<file path="config.mk">
export PLATFORM = sky130hd
export DESIGN_NAME = nibble_serial_adder
export DESIGN_NICKNAME = d
export VERILOG_FILES = /design/src/rtl/nsa_pkg.sv /design/src/rtl/slice_add4.sv /design/src/rtl/nibble_serial_adder.sv
export SDC_FILE = /design/constraint.sdc
export NUM_CORES = 1
export LEC_CHECK = 0
export ABC_AREA = 0
export CAP_MARGIN = 20
export CORE_UTILIZATION = 35
export CTS_CLUSTER_DIAMETER = 50
export CTS_CLUSTER_SIZE = 16
export DETAILED_ROUTE_END_ITERATION = 10
export MAX_ROUTING_LAYER = met4
export SLEW_MARGIN = 20
export SYNTH_ARGS = -nofsm -noshare
export SYNTH_HDL_FRONTEND = slang
export SYNTH_HIERARCHICAL = 1
export SYNTH_SLANG_ARGS = --single-unit
</file>
<file path="constraint.sdc">
create_clock -name clk -period 4.5 [get_ports clk]
set_input_delay 0.675 -clock clk [delete_from_list [all_inputs] [get_ports clk]]
set_output_delay 0.675 -clock clk [all_outputs]
set_load 0.02 [all_outputs]
</file>
<file path="src/rtl/nsa_pkg.sv">
// Shared types and constants for the nibble-serial adder.
package nsa_pkg;

  localparam int NSA_SLICE_W = 4;

  typedef enum logic [1:0] {
    IDLE,
    RUN,
    DONE
  } nsa_state_t;

endpackage

</file>
<file path="src/rtl/slice_add4.sv">
// Combinational 4-bit ripple-carry adder built from full_adder cells.
module full_adder (
  input  logic a,
  input  logic b,
  input  logic cin,
  output logic sum,
  output logic cout
);

  assign sum  = a ^ b ^ cin;
  assign cout = (a & b) | (a & cin) | (b & cin);

endmodule

module slice_add4
  import nsa_pkg::*;
(
  input  logic [NSA_SLICE_W-1:0] a,
  input  logic [NSA_SLICE_W-1:0] b,
  input  logic                   cin,
  output logic [NSA_SLICE_W-1:0] sum,
  output logic                   cout
);

  logic [NSA_SLICE_W:0] carry;

  assign carry[0] = cin;

  for (genvar i = 0; i < NSA_SLICE_W; i++) begin : g_fa
    full_adder u_fa (
      .a    (a[i]),
      .b    (b[i]),
      .cin  (carry[i]),
      .sum  (sum[i]),
      .cout (carry[i+1])
    );
  end

  assign cout = carry[NSA_SLICE_W];

endmodule

</file>
<file path="src/rtl/nibble_serial_adder.sv">
// Multi-cycle WIDTH-bit unsigned adder, one 4-bit slice per clock, valid/ready on both sides.
// Define NIBBLE_SERIAL_ADDER_OVERFLOW_EN to add a signed-overflow output.
module nibble_serial_adder
  import nsa_pkg::*;
#(
  parameter int WIDTH = 16
) (
  input  logic             clk,
  input  logic             rst,
  input  logic             in_valid,
  output logic             in_ready,
  input  logic [WIDTH-1:0] a,
  input  logic [WIDTH-1:0] b,
  input  logic             cin,
  output logic             out_valid,
  input  logic             out_ready,
  output logic [WIDTH-1:0] sum,
  output logic             cout
`ifdef NIBBLE_SERIAL_ADDER_OVERFLOW_EN
  ,
  output logic             overflow
`endif
);

  // WIDTH must be a multiple of 4 and at least 4.
  localparam int NSLICE = WIDTH / NSA_SLICE_W;
  localparam int CW     = (NSLICE > 1) ? $clog2(NSLICE) : 1;
  localparam logic [CW-1:0] LAST = CW'(NSLICE - 1);

  nsa_state_t             state;
  logic [WIDTH-1:0]       a_q;
  logic [WIDTH-1:0]       b_q;
  logic                   carry_q;
  logic [CW-1:0]          slice_cnt;
  logic [NSA_SLICE_W-1:0] s_a;
  logic [NSA_SLICE_W-1:0] s_b;
  logic [NSA_SLICE_W-1:0] s_sum;
  logic                   s_cout;

  assign s_a = a_q[NSA_SLICE_W*slice_cnt +: NSA_SLICE_W];
  assign s_b = b_q[NSA_SLICE_W*slice_cnt +: NSA_SLICE_W];

  slice_add4 u_slice (
    .a    (s_a),
    .b    (s_b),
    .cin  (carry_q),
    .sum  (s_sum),
    .cout (s_cout)
  );

  always_ff @(posedge clk) begin
    if (rst) begin
      state     <= IDLE;
      in_ready  <= 1'b1;
      out_valid <= 1'b0;
      sum       <= '0;
      cout      <= 1'b0;
      slice_cnt <= '0;
      carry_q   <= 1'b0;
      a_q       <= '0;
      b_q       <= '0;
`ifdef NIBBLE_SERIAL_ADDER_OVERFLOW_EN
      overflow  <= 1'b0;
`endif
    end else begin
      case (state)
        IDLE: begin
          if (in_valid) begin
            a_q       <= a;
            b_q       <= b;
            carry_q   <= cin;
            slice_cnt <= '0;
            in_ready  <= 1'b0;
            state     <= RUN;
          end
        end
        RUN: begin
          sum[NSA_SLICE_W*slice_cnt +: NSA_SLICE_W] <= s_sum;
          carry_q   <= s_cout;
          slice_cnt <= slice_cnt + 1'b1;
          if (slice_cnt == LAST) begin
            cout      <= s_cout;
`ifdef NIBBLE_SERIAL_ADDER_OVERFLOW_EN
            // Carry into the MSB is recovered as a^b^sum at that bit.
            overflow  <= a_q[WIDTH-1] ^ b_q[WIDTH-1] ^ s_sum[NSA_SLICE_W-1] ^ s_cout;
`endif
            out_valid <= 1'b1;
            state     <= DONE;
          end
        end
        DONE: begin
          if (out_ready) begin
            out_valid <= 1'b0;
            in_ready  <= 1'b1;
            state     <= IDLE;
          end
        end
        default: begin
          out_valid <= 1'b0;
          in_ready  <= 1'b1;
          state     <= IDLE;
        end
      endcase
    end
  end

endmodule

</file>
==> flow_metrics.env <==
export IMPL_insertion_delay_ns=0.30
export IMPL_final_cells=419
export IMPL_numClockSinks=56
export IMPL_synth_area_sq_um=2481
export IMPL_final_area_sq_um=3159
export IMPL_initialDrtViolationCount=100
export IMPL_drt_wl_total_um=5263
export IMPL_p_seq_share_pct=55.9
export IMPL_cp_end_kind="flip-flop"
export IMPL_fp_row_count=30
export IMPL_worstHoldPathType="flip-flop to flip-flop"
export IMPL_chipWidth_um=86.20
export IMPL_numCtsBuffers=5
export IMPL_whs_ns=0.4532
export IMPL_worstPathMaxFanout=13
export IMPL_syn2layout_area_growth_pct=27.33
export IMPL_clk_path_buf_depth=2
export IMPL_final_common_cell="nand2_1"
export IMPL_comb_power_share_pct=15.4
export IMPL_ios=56
export IMPL_die_area_sq_um=7430
export IMPL_hpwl_um=3860
export IMPL_setup_tns_ns=0
export IMPL_ys_warn_count=6
export IMPL_p_int_uw=718.8
export IMPL_grt_pass1_vias=1793
export IMPL_drive_above_1_share_pct=6.192
export IMPL_drv_cap=0
export IMPL_postSynthCellCount=276
export IMPL_start_util_pct=36.32
export IMPL_slowest_stage="dfxtp_1"
export IMPL_seq_area_sq_um=1121
export IMPL_wire_per_inst_um=12.56
export IMPL_cp_cell_sequence="mux4_2, fa_1, fa_1, fa_1, fa_1, nand3_1, a21oi_1"
export IMPL_core_area_sq_um=6832
export IMPL_p_sw_uw=240.4
export IMPL_cts_max_level=2
export IMPL_synth_cell_types=30
export IMPL_setup_violations=0
export IMPL_p_clk_share_pct=28.8
export IMPL_leakagePower_uw=0.001116
export IMPL_cp_arrival_ns=3.41
export IMPL_critPathKind="flip-flop to flip-flop"
export IMPL_synth_fp_nets=323
export IMPL_max_stage_delay_ns=0.67
export IMPL_final_cell_mix="nand2_1, dfxtp_1, clkdlybuf4s50_1, a21oi_1, inv_1"
export IMPL_timing_hold_violations_final=0
export IMPL_crit_top_cell="fa_1"
export IMPL_startpoint_type="flip-flop"
export IMPL_timing_fmax_mhz=314.2
export IMPL_cts_root_buffer="clkbuf_8"
export IMPL_switching_share_pct=25.07
export IMPL_hold_buffers=0
export IMPL_grt_setup_unrepaired="no"
export IMPL_post_cts_buffers=0
export IMPL_grt_pass1_wl_um=8549
export IMPL_cts_resized=0
export IMPL_required_ns=4.73
export IMPL_dr_pass1_iters=4
export IMPL_p_per_area_nw_per_um2=303.6
export IMPL_cts_tree="done"
export IMPL_ys_seq_elements=56
export IMPL_path_clk_slew_ns=0.09
export IMPL_placed_cell_area_sq_um=3058
export IMPL_slew_violations=0
export IMPL_place_congestion=0.8250
export IMPL_postSynthAreaPerCell_sq_um=8.990
export IMPL_layout_nets=369
export IMPL_grt_ovfl_total=0
export IMPL_skew_ns=0.002780
export IMPL_grt_use_total_pct=15.19
export IMPL_antenna_found_initial=0
export IMPL_grt_max_degree=61
export IMPL_ant_nets=0
export IMPL_slew_headroom_pct=27.05
export IMPL_max_slew_worst_pin_slew_ns=1.094
export IMPL_min_period_ns=3.182
export IMPL_num_vias=2027
export IMPL_period_share_pct=70.72
export IMPL_status="completed"
export IMPL_yosysSeqAreaShare_pct=45.18
export IMPL_viasPerCell=4.838
export IMPL_placedCellCount=410
export IMPL_die_h_um=86.20
export IMPL_num_antenna_cells=0
export IMPL_multi_input_area_sq_um=1219
export IMPL_port_buffers=55
export IMPL_n_fill_cell=691
export IMPL_peakVddDrop_mv=0.1393
export IMPL_drc_errors=0
power by group through the flow:
stage / clock network [uW] / logic, uW / registers [uW]
after detailed placement: 0 / 148 / 548
final: 276 / 147 / 536
after global placement: 0 / 146 / 547
after floorplan: 0 / 95.1 / 542
after CTS: 286 / 148 / 536
after global routing: 299 / 164 / 540
cell usage after synthesis:
| cell type | number | area [sq um] |
|---|---|---|
| a21oi_1 | 46 | 230.2 |
| nand3_1 | 9 | 45.04 |
| ha_1 | 6 | 75.07 |
| nand2_1 | 74 | 277.8 |
| nor3b_1 | 2 | 15.01 |
| buf_6 | 3 | 33.78 |
| inv_1 | 12 | 45.04 |
| o311a_1 | 1 | 10.01 |
| dfxtp_1 | 56 | 1121 |
| o21ai_0 | 2 | 10.01 |
| nor3_1 | 1 | 5.000 |
| o21bai_1 | 1 | 7.510 |
| mux2i_1 | 1 | 10.01 |
| clkbuf_1 | 6 | 22.52 |
| nand2b_1 | 6 | 37.54 |
| nor2_1 | 6 | 22.52 |
| buf_4 | 1 | 7.510 |
| and3b_1 | 4 | 35.03 |
| o32ai_1 | 8 | 70.07 |
| o21a_1 | 1 | 7.510 |
| buf_1 | 1 | 3.750 |
| nor4b_2 | 2 | 30.03 |
| nand3b_1 | 4 | 30.03 |
| or3b_1 | 1 | 8.760 |
| mux4_2 | 8 | 180.2 |
| fa_1 | 4 | 80.08 |
| nor3b_2 | 1 | 12.51 |
| nor2b_1 | 1 | 6.260 |
| nand4_1 | 1 | 6.260 |
| buf_2 | 7 | 35.03 |
stage by stage:
stage,worst slack (ns),total power (uW),util [%]
floorplan,1.282,637.3,-
CTS,1.316,970.1,46.08
finish,1.318,959.2,46.25
global route,1.173,1003,46.25
global placement,1.391,692.7,44.76
detailed placement,1.339,695.5,44.76
sequential cells by signal, summed over array words and instances (netlist names):
signal	count
a_q	16
b_q	16
carry_q	1
cout	1
in_ready	1
out_valid	1
slice_cnt	2
state	2
sum	16
layer usage:
metal	track usage (%)	up-vias	part of all wire (%)
met2	22.08	50	45
met5	-	-	0
met3	3.429	10	3.9
li1	-	1031	-
met1	20.57	936	49
met4	5.909	0	1.8
area by class of cell:
class,instances,area share [%]
clock buffer,8,2.851
inverter,12,1.426
multi-input combinational,190,38.57
sequential,56,35.49
tap,96,3.802
timing repair buffer,57,17.86
logic make-up (layout without fill, tap and decap cells):
logic type,Yosys count,in the layout,synth area share [%]
buffers and inverters,30,77,5.950
AND/OR/NAND/NOR,112,112,21.43
flip-flops,56,56,45.18
multiplexers,9,9,7.665
adder cells (fa/ha/maj),10,10,6.253
AO/OA/AOI/OAI,59,59,13.52
worst max-delay path: cells and delay by family (launching register included):
kind | cells | cell delay, ns
mux | 1 | 0.42
compound gates | 1 | 0.15
flops | 1 | 0.67
simple gates | 1 | 0.09
fa+ha+maj | 4 | 1.78
path summary, 6_finish.rpt:
kind                startpoint       to  slack, ns  depth (start not counted)
setup / recovery  slice_cnt[1]  sum[15]       1.32                          7
hold / removal         sum[10]  sum[10]       0.45                          2
setup reg to reg  slice_cnt[1]  sum[15]       1.32                          7
hold reg to reg        sum[10]  sum[10]       0.45                          2
Note: power is estimated with default switching activity, not from simulation.
==> RTL change 1: new RTL, same flow settings <==
Change the parameter `WIDTH` from 16 to 8.
--- a/src/rtl/nibble_serial_adder.sv
+++ b/src/rtl/nibble_serial_adder.sv
@@ -4,5 +4,5 @@
   import nsa_pkg::*;
 #(
-  parameter int WIDTH = 16
+  parameter int WIDTH = 8
 ) (
   input  logic             clk,
Ports: changed (resized a, b and sum); port bits go from 56 to 32. No check against the original RTL was run, so the function may have changed too.
==> RTL change 1 against the unedited design <==
Routed wire length is 52% lower; final area decreased by 45%; non-clock buffer count down 26; worst setup slack lost 0.0065 ns; die area decreased by 45%; final cell count decreased by 47%; sequential cell count is 25 lower; critical path depth grew 1; power decreased by 37%; area after synthesis shrank 46%; critical endpoint is now carry_q.
==> RTL change 1: results (changes against the unedited design) <==
metric;value;unit;change
seq_area_frac_synth;46.0;%;was 45.2%
max_slew_margin;61.5;%;was 27.0%
grt_max_degree;33;;was 61
clkSlewWorstSetupHoldPaths;0.06;ns;was 0.09 ns
track_usage;14.7;%;was 15.2%
gr-total-overflow;0;;unchanged
wirelength;2.50;mm;was 5.26 mm
grt_pass1_vias;1066;;was 1,793
antenna_cells;0;;unchanged
dpl.hpwl;1.89;mm;was 3.86 mm
place_ws;1.29;ns;was 1.34 ns
status;complete, no violations;;unchanged
numPortBuffers;31;;was 55
worst_ep_arrival_time;3.32;ns;was 3.41 ns
nets;196;;was 369
clk_latency;0.27;ns;was 0.30 ns
drv_slew;0;;unchanged
syn-num-nets;167;;was 323
leakage;0.688;nW;was 1.12 nW
ir_drop;180;uV;was 139 uV
synth_commonest_cells;nand2_1, dfxtp_1, a21oi_1, nor2_1, mux2i_1;;was nand2_1, dfxtp_1, a21oi_1, inv_1, nand3_1
worst_r2r_path_depth;8;;was 7
drive_above_1_share;11.0;%;was 6.19%
synth_area_leaders;dfxtp_1, nand2_1, a21oi_1, mux2i_1, mux2_2;;was dfxtp_1, nand2_1, a21oi_1, mux4_2, fa_1
gp_congestion;0.754;;was 0.825
worstPathMaxFanout;13;;unchanged
grt_pass1_wl;4.48;mm;was 8.55 mm
skew;0.00319;ns;was 0.00278 ns
synthDistinctLibCells;21;;was 30
vias;1047;;was 2,027
top_regs;a_q (8), b_q (8), sum (8);;was a_q (16), b_q (16), sum (16)
drt_iter0_markers;34;;was 100
crit_family;adder cells;;unchanged
cts_resized;0;;unchanged
antenna_found_initial;0;;unchanged
## RTL change 1: cell types whose count changed after synthesis, sizes merged, moves of 7 or more
cell / delta
mux2i: +8
inv: -11
dfxtp: -25
nor2: +7
mux4: -8
o32ai: -8
nand2: -41
nand3: -9
mux2: +8
a21oi: -25
## RTL change 1: metal layers
metal	vias to the layer above	GRT usage, %	wire length [um]
li1	529	-	-
met1	488	15.2	1060
met2	26	25.1	1270
met3	4	6.07	148
met4	0	5.11	25
met5	-	-	0
## RTL change 1: path summary, 6_finish.rpt
path / to / from / slack (ns)
min: b_q[7] / b_q[7] / 0.45
min reg2reg: b_q[7] / b_q[7] / 0.45
max: carry_q / slice_cnt / 1.31
max reg2reg: carry_q / slice_cnt / 1.31
## RTL change 1: area by class of cell
type | count | area [um2]
flip-flops and latches | 31 | 621
clock inverters | 1 | 5.00
fillers | 382 | 1960
multi-input cells | 101 | 661
clock buffers | 7 | 76.3
repair buffers | 31 | 305
well taps | 48 | 60.1
inverters | 1 | 3.75
## RTL change 1: through the flow
stage	area, um2	instances
after global routing	1730	220
after floorplan	1350	142
final	1730	220
after global placement	1660	212
after detailed placement	1660	212
after CTS	1740	220
## RTL change 1: cell families after synthesis
kind of cell               share of synthesized area, %
AOI/OAI and AO/OA                                  10.7
adders and majority gates                          5.94
buffers and inverters                              5.01
DFF                                                46.0
muxes                                              13.4
and+or+nand+nor                                    19.0
## RTL change 1: report_power, final
part,internal (mW),total [mW],switching (mW)
clock network,0.108,0.199,0.0914
logic,0.0545,0.101,0.0470
registers,0.292,0.307,0.0150
total,0.455,0.608,0.153
==> RTL change 2: new RTL, same settings <==
Made on the original files. Make the reset (`rst`) asynchronous in one clocked block.
--- a/src/rtl/nibble_serial_adder.sv
+++ b/src/rtl/nibble_serial_adder.sv
@@ -49,5 +49,5 @@
   );
 
-  always_ff @(posedge clk) begin
+  always_ff @(posedge clk or posedge rst) begin
     if (rst) begin
       state     <= IDLE;
Check against the original RTL: differs if rst is asserted again (counterexample within 4 cycles, from zero or initial values and one cycle with rst high); with rst held inactive, the same outputs for 10 cycles.
==> RTL change 2 against the unedited design <==
The flow now finishes with violations (design-rule violations); non-clock buffer count did not move; sequential cell count did not move; die area rose by 4.4%; area after synthesis grew 4.5%; final area is 5.6% higher; worst setup slack got worse by 0.20 ns; synthesized cell count decreased by 34%; routed wire length down 6.1%; largest cell class is now sequential cells.
Power is not compared: it rests on default switching activity, and its combinational part moved more than twofold at a synthesized area within 25%.
==> RTL change 2: results (changes against the unedited design) <==
metric;value;unit;change
drive_above_1_share;23.9;%;was 6.19%
fillers;677;;was 691
grt_pass1_vias;1631;;was 1,793
synth_area_leaders;dfrtp_1, mux2_2, mux4_2, fa_1, ha_1;;was dfxtp_1, nand2_1, a21oi_1, mux4_2, fa_1
wirelength;4.94;mm;was 5.26 mm
area_delta_synth_final;28.6;%;was 27.3%
grt_pass1_wl;8.31;mm;was 8.55 mm
nets;284;;was 369
synthDistinctLibCells;31;;was 30
cts_buffers;5;;unchanged
worst_pin_slew;0.537;ns;was 1.09 ns
worstPathMaxFanout;12;;was 13
avgViaCountPerCell;4.82;;was 4.84
synthFlopType;dfrtp_1;;was dfxtp_1
wl_per_cell;14.7;um;was 12.6 um
gp_congestion;0.754;;was 0.825
cts_resized;0;;unchanged
antenna_cells;0;;unchanged
place_ws;1.10;ns;was 1.34 ns
violations;design-rule violations;;
dpl-instance-area;0.00322;mm2;was 0.00306 mm2
seq_area_frac_synth;54.1;%;was 45.2%
clkSlewWorstSetupHoldPaths;0.10;ns;
syn_area_per_cell;14.3;um2;was 8.99 um2
clk_latency;0.32;ns;was 0.30 ns
drt_iter0_markers;91;;was 100
track_usage;14.6;%;was 15.2%
clockBufferDepth;2;;unchanged
antenna_found_initial;0;;unchanged
syn-num-nets;228;;was 323
grt_max_degree;34;;was 61
status;finished with violations;;was complete, no violations
dp.cells;329;;was 410
dpl.hpwl;3.73;mm;was 3.86 mm
drc;2;;was 0
synth_commonest_cells;dfrtp_1, mux2_2, nand2_1, a22o_1, mux4_2;;was nand2_1, dfxtp_1, a21oi_1, inv_1, nand3_1
async_flop_share;100;%;was 0%
dr.pass1.iters;9;;was 4
maxCapViolCount;0;;unchanged
skew;0.0157;ns;was 0.00278 ns
worst_ep_arrival_time;3.62;ns;was 3.41 ns
-- RTL change 2: changes by cell type in the layout (fill, tap and decap cells not counted), sizes merged, moves of 4 or more --
cell / unedited run / this run
a21oi: 46 / 3
nand2b: 6 / 2
dfxtp: 56 / 0
and3b: 4 / 0
a22o: 0 / 8
o21ai: 2 / 7
nand3: 9 / 4
o2bb2ai: 0 / 4
mux2: 0 / 33
inv: 12 / 4
dfrtp: 0 / 55
o32ai: 8 / 0
nand2: 74 / 18
-- RTL change 2: logic make-up (layout without fill, tap and decap cells) --
group	Yosys count	after routing	synth area share (%)
adder cells (fa/ha/maj)	10	10	5.98
multiplexers	41	41	21.3
AND/OR/NAND/NOR	38	38	9.02
buffers and inverters	11	68	2.85
AO/OA/AOI/OAI	25	25	6.80
flip-flops	56	56	54.1
-- RTL change 2: final timing paths --
| check | from | end | slack (ns) | depth (start not counted) |
|---|---|---|---|---|
| hold reg to reg | sum[9] | sum[9] | 0.49 | 2 |
| setup reg to reg | slice_cnt[0] | sum[3] | 1.11 | 7 |
| min in group asynchronous | rst | sum[11] | 0.71 | 2 |
| max in group asynchronous | rst | a_q[7] | 2.98 | 3 |
| setup / recovery | slice_cnt[0] | sum[3] | 1.11 | 7 |
| hold / removal | sum[9] | sum[9] | 0.49 | 2 |
-- RTL change 2: layout make-up --
type	count	area [um2]	share of cell area [%]
Timing Repair Buffer	57	566	17.0
Clock buffer	5	68.8	2.06
Inverter	3	11.3	0.338
Multi-Input combinational cell	114	1120	33.5
Tap cell	99	124	3.71
Clock inverter	3	46.3	1.39
Sequential cell	56	1400	42.0
-- RTL change 2: routing by layer --
layer	vias to the layer above	part of all wire [%]	global-route usage [%]
met5	-	0	-
met4	0	0.81	3.08
met3	5	3.9	3.11
met2	44	46	21.9
met1	810	49	20.4
li1	765	-	-
-- RTL change 2: worst max-delay path: stages, from the launching register on --
cell and delay [ns]:
dfrtp_1 0.68, mux4_2 0.59, fa_1 0.45, fa_1 0.40
fa_1 0.41, fa_1 0.58, nand3_1 0.08, o2bb2ai_1 0.12
-- RTL change 2: report_power, final --
group | total, mW | internal [mW] | switching, mW
registers | 0.918 | 0.733 | 0.185
logic | 1.26 | 0.648 | 0.614
clock network | 0.340 | 0.168 | 0.172
total | 2.52 | 1.55 | 0.971
